File: config.mk
export PLATFORM = sky130hd
export DESIGN_NAME = snax_alu_csr_ctrl
export DESIGN_NICKNAME = d
export VERILOG_FILES = /design/src/rtl/snax_alu_csr_ctrl.sv
export SDC_FILE = /design/constraint.sdc
export NUM_CORES = 1
export LEC_CHECK = 0
export CAP_MARGIN = 0
export CORE_MARGIN = 10
export CORE_UTILIZATION = 47
export DETAILED_ROUTE_END_ITERATION = 8
export PLACE_DENSITY = 0.77
export SLEW_MARGIN = 30
export SYNTH_ARGS = -nofsm -noshare
export SYNTH_HDL_FRONTEND = slang
export SYNTH_SLANG_ARGS = --single-unit
File: constraint.sdc
create_clock -name clk_i -period 3.8 [get_ports clk_i]
set_input_delay 0.38 -clock clk_i [delete_from_list [all_inputs] [get_ports clk_i]]
set_output_delay 0.38 -clock clk_i [all_outputs]
set_load 0.005 [all_outputs]
File: src/rtl/snax_alu_csr_ctrl.sv
// CSR/control block for the SNAX ALU: active + one-deep shadow config, lane-based
// completion tracking, read-only status/perf/job CSRs and a done pulse on retirement.
module snax_alu_csr_ctrl #(
    parameter int RegRWCount   = 4,
    parameter int RegROCount   = 3,
    parameter int RegDataWidth = 32,
    parameter int NumLanes     = 4,
    parameter int AluCfgWidth  = 2
) (
    input  logic                               clk_i,
    input  logic                               rst_ni,
    input  logic [RegRWCount*RegDataWidth-1:0] csr_reg_set_i,
    input  logic                               csr_reg_set_valid_i,
    output logic                               csr_reg_set_ready_o,
    output logic [RegROCount*RegDataWidth-1:0] csr_reg_ro_set_o,
    output logic [RegRWCount*RegDataWidth-1:0] csr_reg_active_o,
    input  logic [NumLanes-1:0]                acc_output_success_i,
    output logic                               acc_ready_o,
    output logic [AluCfgWidth-1:0]             csr_alu_config_o,
    output logic                               done_o
);

    localparam int IncW = $clog2(NumLanes + 1);
    localparam int SumW = RegDataWidth + 1;

    typedef enum logic {
        IDLE = 1'b0,
        BUSY = 1'b1
    } state_t;

    state_t                             state;
    logic [RegRWCount*RegDataWidth-1:0] active;
    logic [RegRWCount*RegDataWidth-1:0] shadow;
    logic                               shadow_valid;
    logic [RegDataWidth-1:0]            elem_cnt;
    logic [RegDataWidth-1:0]            perf;
    logic [RegDataWidth-1:0]            jobs;
    logic                               done;

    logic                               busy;
    logic                               accept;
    logic                               finish;
    logic [IncW-1:0]                    inc;
    logic [RegDataWidth-1:0]            len;
    logic [SumW-1:0]                    sum;

    // Handshake: a config set transfers on a cycle where valid and ready are both high;
    // ready only depends on shadow occupancy, so it never waits on valid.
    assign busy   = (state == BUSY);
    assign accept = csr_reg_set_valid_i && csr_reg_set_ready_o;
    assign len    = active[RegDataWidth +: RegDataWidth];

    always_comb begin
        inc = '0;
        for (int i = 0; i < NumLanes; i++) begin
            inc = inc + IncW'(acc_output_success_i[i]);
        end
    end

    // Extra bit on the sum keeps the >= compare correct when elem_cnt is near the top.
    assign sum    = {1'b0, elem_cnt} + SumW'(inc);
    assign finish = busy && (sum >= {1'b0, len});

    always_ff @(posedge clk_i or negedge rst_ni) begin
        if (!rst_ni) begin
            state        <= IDLE;
            active       <= '0;
            shadow       <= '0;
            shadow_valid <= 1'b0;
            elem_cnt     <= '0;
            perf         <= '0;
            jobs         <= '0;
            done         <= 1'b0;
        end else begin
            done <= 1'b0;
            case (state)
                IDLE: begin
                    if (accept) begin
                        active   <= csr_reg_set_i;
                        elem_cnt <= '0;
                        perf     <= RegDataWidth'(1);
                        state    <= BUSY;
                    end
                end
                BUSY: begin
                    if (finish) begin
                        done     <= 1'b1;
                        jobs     <= jobs + 1'b1;
                        elem_cnt <= '0;
                        if (shadow_valid) begin
                            active       <= shadow;
                            shadow_valid <= 1'b0;
                            perf         <= RegDataWidth'(1);
                        end else if (accept) begin
                            active <= csr_reg_set_i;
                            perf   <= RegDataWidth'(1);
                        end else begin
                            // perf is left holding the retired job's cycle count
                            state <= IDLE;
                        end
                    end else begin
                        elem_cnt <= elem_cnt + RegDataWidth'(inc);
                        perf     <= perf + 1'b1;
                        if (accept) begin
                            shadow       <= csr_reg_set_i;
                            shadow_valid <= 1'b1;
                        end
                    end
                end
                default: state <= IDLE;
            endcase
        end
    end

    always_comb begin
        csr_reg_ro_set_o = '0;
        csr_reg_ro_set_o[0 +: RegDataWidth]              = RegDataWidth'({shadow_valid, busy});
        csr_reg_ro_set_o[RegDataWidth +: RegDataWidth]   = perf;
        csr_reg_ro_set_o[2*RegDataWidth +: RegDataWidth] = jobs;
    end

    assign csr_reg_set_ready_o = !shadow_valid;
    assign csr_reg_active_o    = active;
    assign csr_alu_config_o    = active[AluCfgWidth-1:0];
    assign acc_ready_o         = busy;
    assign done_o              = done;

endmodule

[Word level (Yosys, flattened, before mapping)]
Index checks and enable logic that the tools add are counted.
Storage, ports and cells
  bits in registers: 355
  output and inout port bits: 229
  word-level logic and storage cells: 46
Cells by class
  add/subtract/negate cells: 7
  order comparisons: 1
  equality and inequality tests: 2
  muxes and demuxes: 19
  bitwise logic cells: 2
  reductions and logical operators: 7
Operators by type and width (count)
  128-bit two-way mux: 3
  128-bit one-hot mux with 2 select lines: 1
  32-bit two-way mux: 5
  32-bit one-hot mux with 2 select lines: 2
  32-bit by 1-bit adder with 32-bit output (second input constant): 2
  32-bit by 3-bit adder with 33-bit output: 1
  33-bit by 32-bit >= comparator with 1-bit output: 1
  32-bit by 3-bit adder with 32-bit output: 1
  1-bit two-way mux: 7
  2-bit AND reduction: 2
  2-bit by 1-bit adder with 3-bit output: 1
  3-bit by 1-bit adder with 3-bit output: 1
  3-bit AND reduction: 1
  1-bit by 1-bit adder with 2-bit output: 1
  1-bit logical AND: 2
  2-bit by 1-bit != test with 1-bit output (second input constant): 1
  2-bit != test (second input constant): 1
  1-bit NOT: 2
  1-bit one-hot mux with 2 select lines: 1
  2-bit nonzero test: 1
  1-bit zero test: 1

[Depth between registers and ports, before layout]
  word-level depth: 8
  depth in mapped cells: 21

[Worst setup path after synthesis]
No wires, ideal clock.
  kind: input to register
  start point: input acc_output_success_i[0]
  end point: register shadow[100]
  library setup time: 0.127 ns
  data arrival time: 4.846 ns
  required time: 3.673 ns
  path slack: -1.173 ns
  stages: 20
  path through: fa_1 ha_1 ha_1 ha_1 a21o_1 a21o_1 nand4_1 nor3_1 nand2_1 xnor2_1 ha_1 nand4_1 or4_1 o21a_1 nand3_1 a211oi_2 nand2_1 buf_4 buf_6 mux2_1
On the way
  word-level cells in the longest chain between the ends: 8
RTL lines
  start, declared: RTL line 17  | input logic [NumLanes-1:0] acc_output_success_i,
  1-bit by 1-bit adder with 2-bit output: RTL line 56  | inc = inc + IncW'(acc_output_success_i[i]);
  2-bit by 1-bit adder with 3-bit output: RTL line 56
  3-bit by 1-bit adder with 3-bit output: RTL line 56
  32-bit by 3-bit adder with 33-bit output: RTL line 61  | assign sum = {1'b0, elem_cnt} + SumW'(inc);
  33-bit by 32-bit >= comparator with 1-bit output: RTL line 62  | assign finish = busy && (sum >= {1'b0, len});
  1-bit logical AND: RTL line 62
  1-bit NOT (no line)
  3-bit AND reduction (no line)
  end signal, assigned: RTL line 105  | shadow <= csr_reg_set_i;
  end, declared: RTL line 33  | logic [RegRWCount*RegDataWidth-1:0] shadow;
Every way passes these cells.
A chain may end at the register's enable or synchronous reset.

[Worst setup path in the final report]
  start point: input acc_output_success_i[3]
  end point: register jobs[29]
On the way
  word-level cells in the longest chain between the ends: 5
RTL lines
  3-bit by 1-bit adder with 3-bit output: RTL line 56
  32-bit by 3-bit adder with 33-bit output: RTL line 61
  33-bit by 32-bit >= comparator with 1-bit output: RTL line 62
  1-bit logical AND: RTL line 62
  2-bit AND reduction (no line)
  end signal, assigned: RTL line 88  | jobs <= jobs + 1'b1;
  end, declared: RTL line 37  | logic [RegDataWidth-1:0] jobs;
Every way passes these cells.

==> results.md <==
- Core area: 0.0365 mm^2
- Hold slack: 0.462 ns
- Mapped Avg Cell Area: 12.2 um^2
- Clock transition at the registers of the reported paths: 0.06 ns
- Overflow after GRT: 0
- CTS Sinks: 355
- Nets: 2058
- CP Class: in2reg
- Post-Place Worst Slack: -1.86 ns
- Netlist cell types: 61
- Post-synth EDFFs: 0
- Area of the multi-input gates: 0.00876 mm^2
- Post-Place Cells: 2217
- Share of cells above drive strength 1: 31.3%
- Post-synth top area share: 51.3%
- Highest clock rate: 215 MHz
- RSZ-0062 raised after global routing: yes
- Status: complete, but fails checks
- Final std cells w/o fill: 2387
- Global-route wire length before repair: 91.1 mm
- Worst skew pair latency: 0.55 ns
- Gpl congestion: 0.868
- Seq/Total Area, Yosys: 51.3%
- Fin area: 0.0259 mm^2
- Top cell type by total area after synthesis: dfrtp_1
- Critical-path cell list: buf_6 > fa_1 > ha_4 > ha_4 > fa_2 > a21oi_2 > or3_4 > nor2_4 > buf_6 > nand4_1 > xnor2_2 > ha_4 > nand4_1 > or4_4 > o21a_1 > buf_4 > a21o_1 > o211a_4 > buf_12 > buf_12 > nor3_4 > xor2_1
- Fillcell total: 2376
- Final Setup Violations: 355
- 1st-iter DRT viols: 869
- Reg2reg setup slack: -0.53 ns
- Worst setup path startpoint: acc_output_success_i[3]
- Dpl hpwl: 35.2 mm
- Num CTS Buffers: 40
- Failing checks: setup timing
- PwrDens: 744 mW/mm^2
- H-tree depth: 2
- Levels on crit path: 22
- Slowest-stage cell, CP: or4_4
- Worst path most repeated cell: ha_4
- Sequential power share: 34.5%
- Clock root buffer: clkbuf_16
- CP startpoint kind: primary input
- Mapped cell area: 0.0173 mm^2
- Routed WL per cell: 25.1 um
- Hold Fails Final Rpt: 0
- Cell family with most CP delay: simple AND/OR/NAND/NOR gates
- Placed Area: 0.0220 mm^2
- Clk buf depth: 3
- R2R cell count: 19
- Comb pwr share: 44.7%
- TritonCTS clock tree: yes
- CP arrival: 5.09 ns
- Reg2reg start: elem_cnt[0]$_DFFE_PN0P_
- Fraction of registers with async set/reset: 100%
- Maximum VDD drop: 0.552 mV
- I/O pins: 364
- Vias per cell: 5.97
- Die W: 212 um
- Max Clock Skew: 0.0333 ns
- DRT Pass-1 Iters: 5
- Slew Viols, Final: 0
- Worst path buffer plus inverter count: 5
- Worst Setup EP: jobs[29]$_DFFE_PN0P_
- Internal: 12.8 mW
- Sw frac: 33.9%
- Final period demand of the worst path: 4.66 ns
- Routed Antenna Nets: 0
- Final Total Pwr: 19.3 mW
- Worst-path fanout max: 4
- Number of synthesized register bits: 355
- Synth Flop Type: dfrtp_1
- Vias in the first global route: 15.2k
- Max_cap viols: 0
- Die Y-Extent: 212 um
- Setup ws final: -0.859 ns
- DRC viols: 0
- P_leak: 11.8 nW
- WP data required: 4.23 ns
- P&R area growth vs syn: 49.5%
- Starting density of the core: 47.5%
- R2r endpoint: jobs[29]$_DFFE_PN0P_
- Crit-path max cell delay: 0.53 ns
- P_sw: 6.53 mW
- Largest net degree at the start of global routing: 129
- Min-delay worst type: in2reg
- Sequential cell area: 0.00888 mm^2
- CP Capture Type: flop
- Warnings from Yosys: 0
- Vias after detailed routing: 14.3k
- Ranking of synthesized cells by area: dfrtp_1 (51%), a2bb2oi_2 (7.5%), mux2_1 (7.1%)
- Site Rows: 70
- Die area: 0.0450 mm^2
- Syn Inst Count: 1419
- Final wirelength: 59.9 mm
- Initial antenna violation count: 7
- Relative slew slack: 39.1%
- Gr usage total: 25.8%
- I/O Buffers: 333
- Actual slew at the worst max-slew pin: 0.913 ns
- Clock power frac: 20.8%
- Final period util: 123%
-- cell type report --
cell class / count / share of cell area, %
Clock buffer: 51 / 4.38
Clock inverter: 21 / 0.850
Timing Repair Buffer: 521 / 23.4
Sequential cell: 355 / 34.3
Timing Repair inverter: 1 / 0.0628
Tap cell: 468 / 2.26
Antenna cell: 7 / 0.0676
Inverter: 54 / 0.831
Multi-Input combinational cell: 909 / 33.8
-- what timing repair did --
item / in CTS / in global routing
gates cloned: 34 / 2
setup buffers: 48 / 6
gates resized for setup: 232 / 8
endpoints found under the setup margin: 355 / 355
pin swaps: 49 / 11
endpoints found under the hold margin: 96 / 0
hold buffers: 1 / 0
-- through the flow --
step	TNS, ns	util, %
floorplan	-283.87	-
global placement	-591.15	60.3
detailed placement	-605.95	60.3
CTS	-244.02	70.4
global route	-307.57	70.9
finish	-262.15	70.9
-- routing by layer --
metal / track usage, % / vias up / wire (um)
li1: - / 6219 / -
met1: 31.1 / 7276 / 23200
met2: 42.2 / 617 / 29400
met3: 7.69 / 142 / 5090
met4: 10.6 / 2 / 2190
met5: 0 / - / 11
-- worst reg2reg max path, cell delays in order (launching register included) --
cell and delay [ns]:
dfrtp_1 0.41, ha_4 0.17, fa_2 0.22, a21oi_2 0.07
or3_4 0.39, nor2_4 0.12, buf_6 0.12, nand4_1 0.15
xnor2_2 0.21, ha_4 0.29, nand4_1 0.19, or4_4 0.53
o21a_1 0.23, buf_4 0.14, a21o_1 0.16, o211a_4 0.19
buf_12 0.16, buf_12 0.13, nor3_4 0.13, xor2_1 0.21
-- Yosys cell counts (all sizes together), types with 4 or more instances --
| master | number |
|---|---|
| and3 | 23 |
| or3 | 6 |
| inv | 54 |
| o21ai | 31 |
| nand4 | 27 |
| nor4 | 10 |
| o22ai | 132 |
| a31oi | 9 |
| a22o | 24 |
| nor3 | 26 |
| a41oi | 8 |
| dfrtp | 355 |
| nand3 | 44 |
| nor2 | 24 |
| ha | 39 |
| xor2 | 25 |
| a2bb2oi | 128 |
| buf | 87 |
| xnor2 | 36 |
| mux2 | 129 |
| a21o | 11 |
| and4 | 4 |
| mux2i | 9 |
| a21oi | 44 |
| nand2 | 58 |
| clkbuf | 45 |
-- how the worst min path moves through the flow --
stage | from | endpoint | cells after the start
after floorplan | rst_ni | acc_ready_o$_DFF_PN0_ | 0
after global placement | jobs[31]$_DFFE_PN0P_ | jobs[31]$_DFFE_PN0P_ | 1
after detailed placement | jobs[31]$_DFFE_PN0P_ | jobs[31]$_DFFE_PN0P_ | 1
after CTS | csr_reg_set_i[79] | shadow[79]$_DFFE_PN0P_ | 2
after global routing | csr_reg_set_i[70] | shadow[70]$_DFFE_PN0P_ | 2
final | csr_reg_set_i[59] | shadow[59]$_DFFE_PN0P_ | 2
-- flip-flops by register name, indices dropped and copies added (netlist names) --
signal,cells
done_o,1
acc_ready_o,1
jobs,32
perf,32
elem_cnt,32
shadow_valid,1
csr_reg_active_o,128
shadow,128
-- power groups by stage --
stage          logic, mW  registers, mW  clock network [mW]
2_1_floorplan       4.03           6.31                   0
3_3_place_gp        6.83           6.48                   0
3_5_place_dp        7.06           6.54                   0
4_1_cts             8.51           6.58                4.05
5_1_grt             9.17           6.80                4.21
6_report            8.62           6.65                4.01
-- layout by cell type (no fill, tap or decap), drive strengths merged, types with 11 or more instances in the layout --
cell           Yosys  final
nor3              26     26
nand3             44     44
o21ai             31     31
and3              23     23
a21oi             44     44
clkdlybuf4s50      0    329
a21o              11     11
xor2              25     25
mux2             129    129
o22ai            132    132
a22o              24     24
nand2             58     58
inv               54     57
ha                39     39
a2bb2oi          128    128
buf               87    186
nand4             27     27
nor2              24     24
clkbuf            45     53
xnor2             36     36
conb               1     30
clkinv             0     13
dfrtp            355    355
-- cells by family after synthesis --
kind of cell	share of synthesized area [%]
xor+xnor	3.08
compound gates	19.9
simple gates	7.79
mux	8.90
buf+inv	6.00
flops	51.3
other cells	0.0216
fa+ha+maj	3.05
Power figures use the tool's default switching activity.
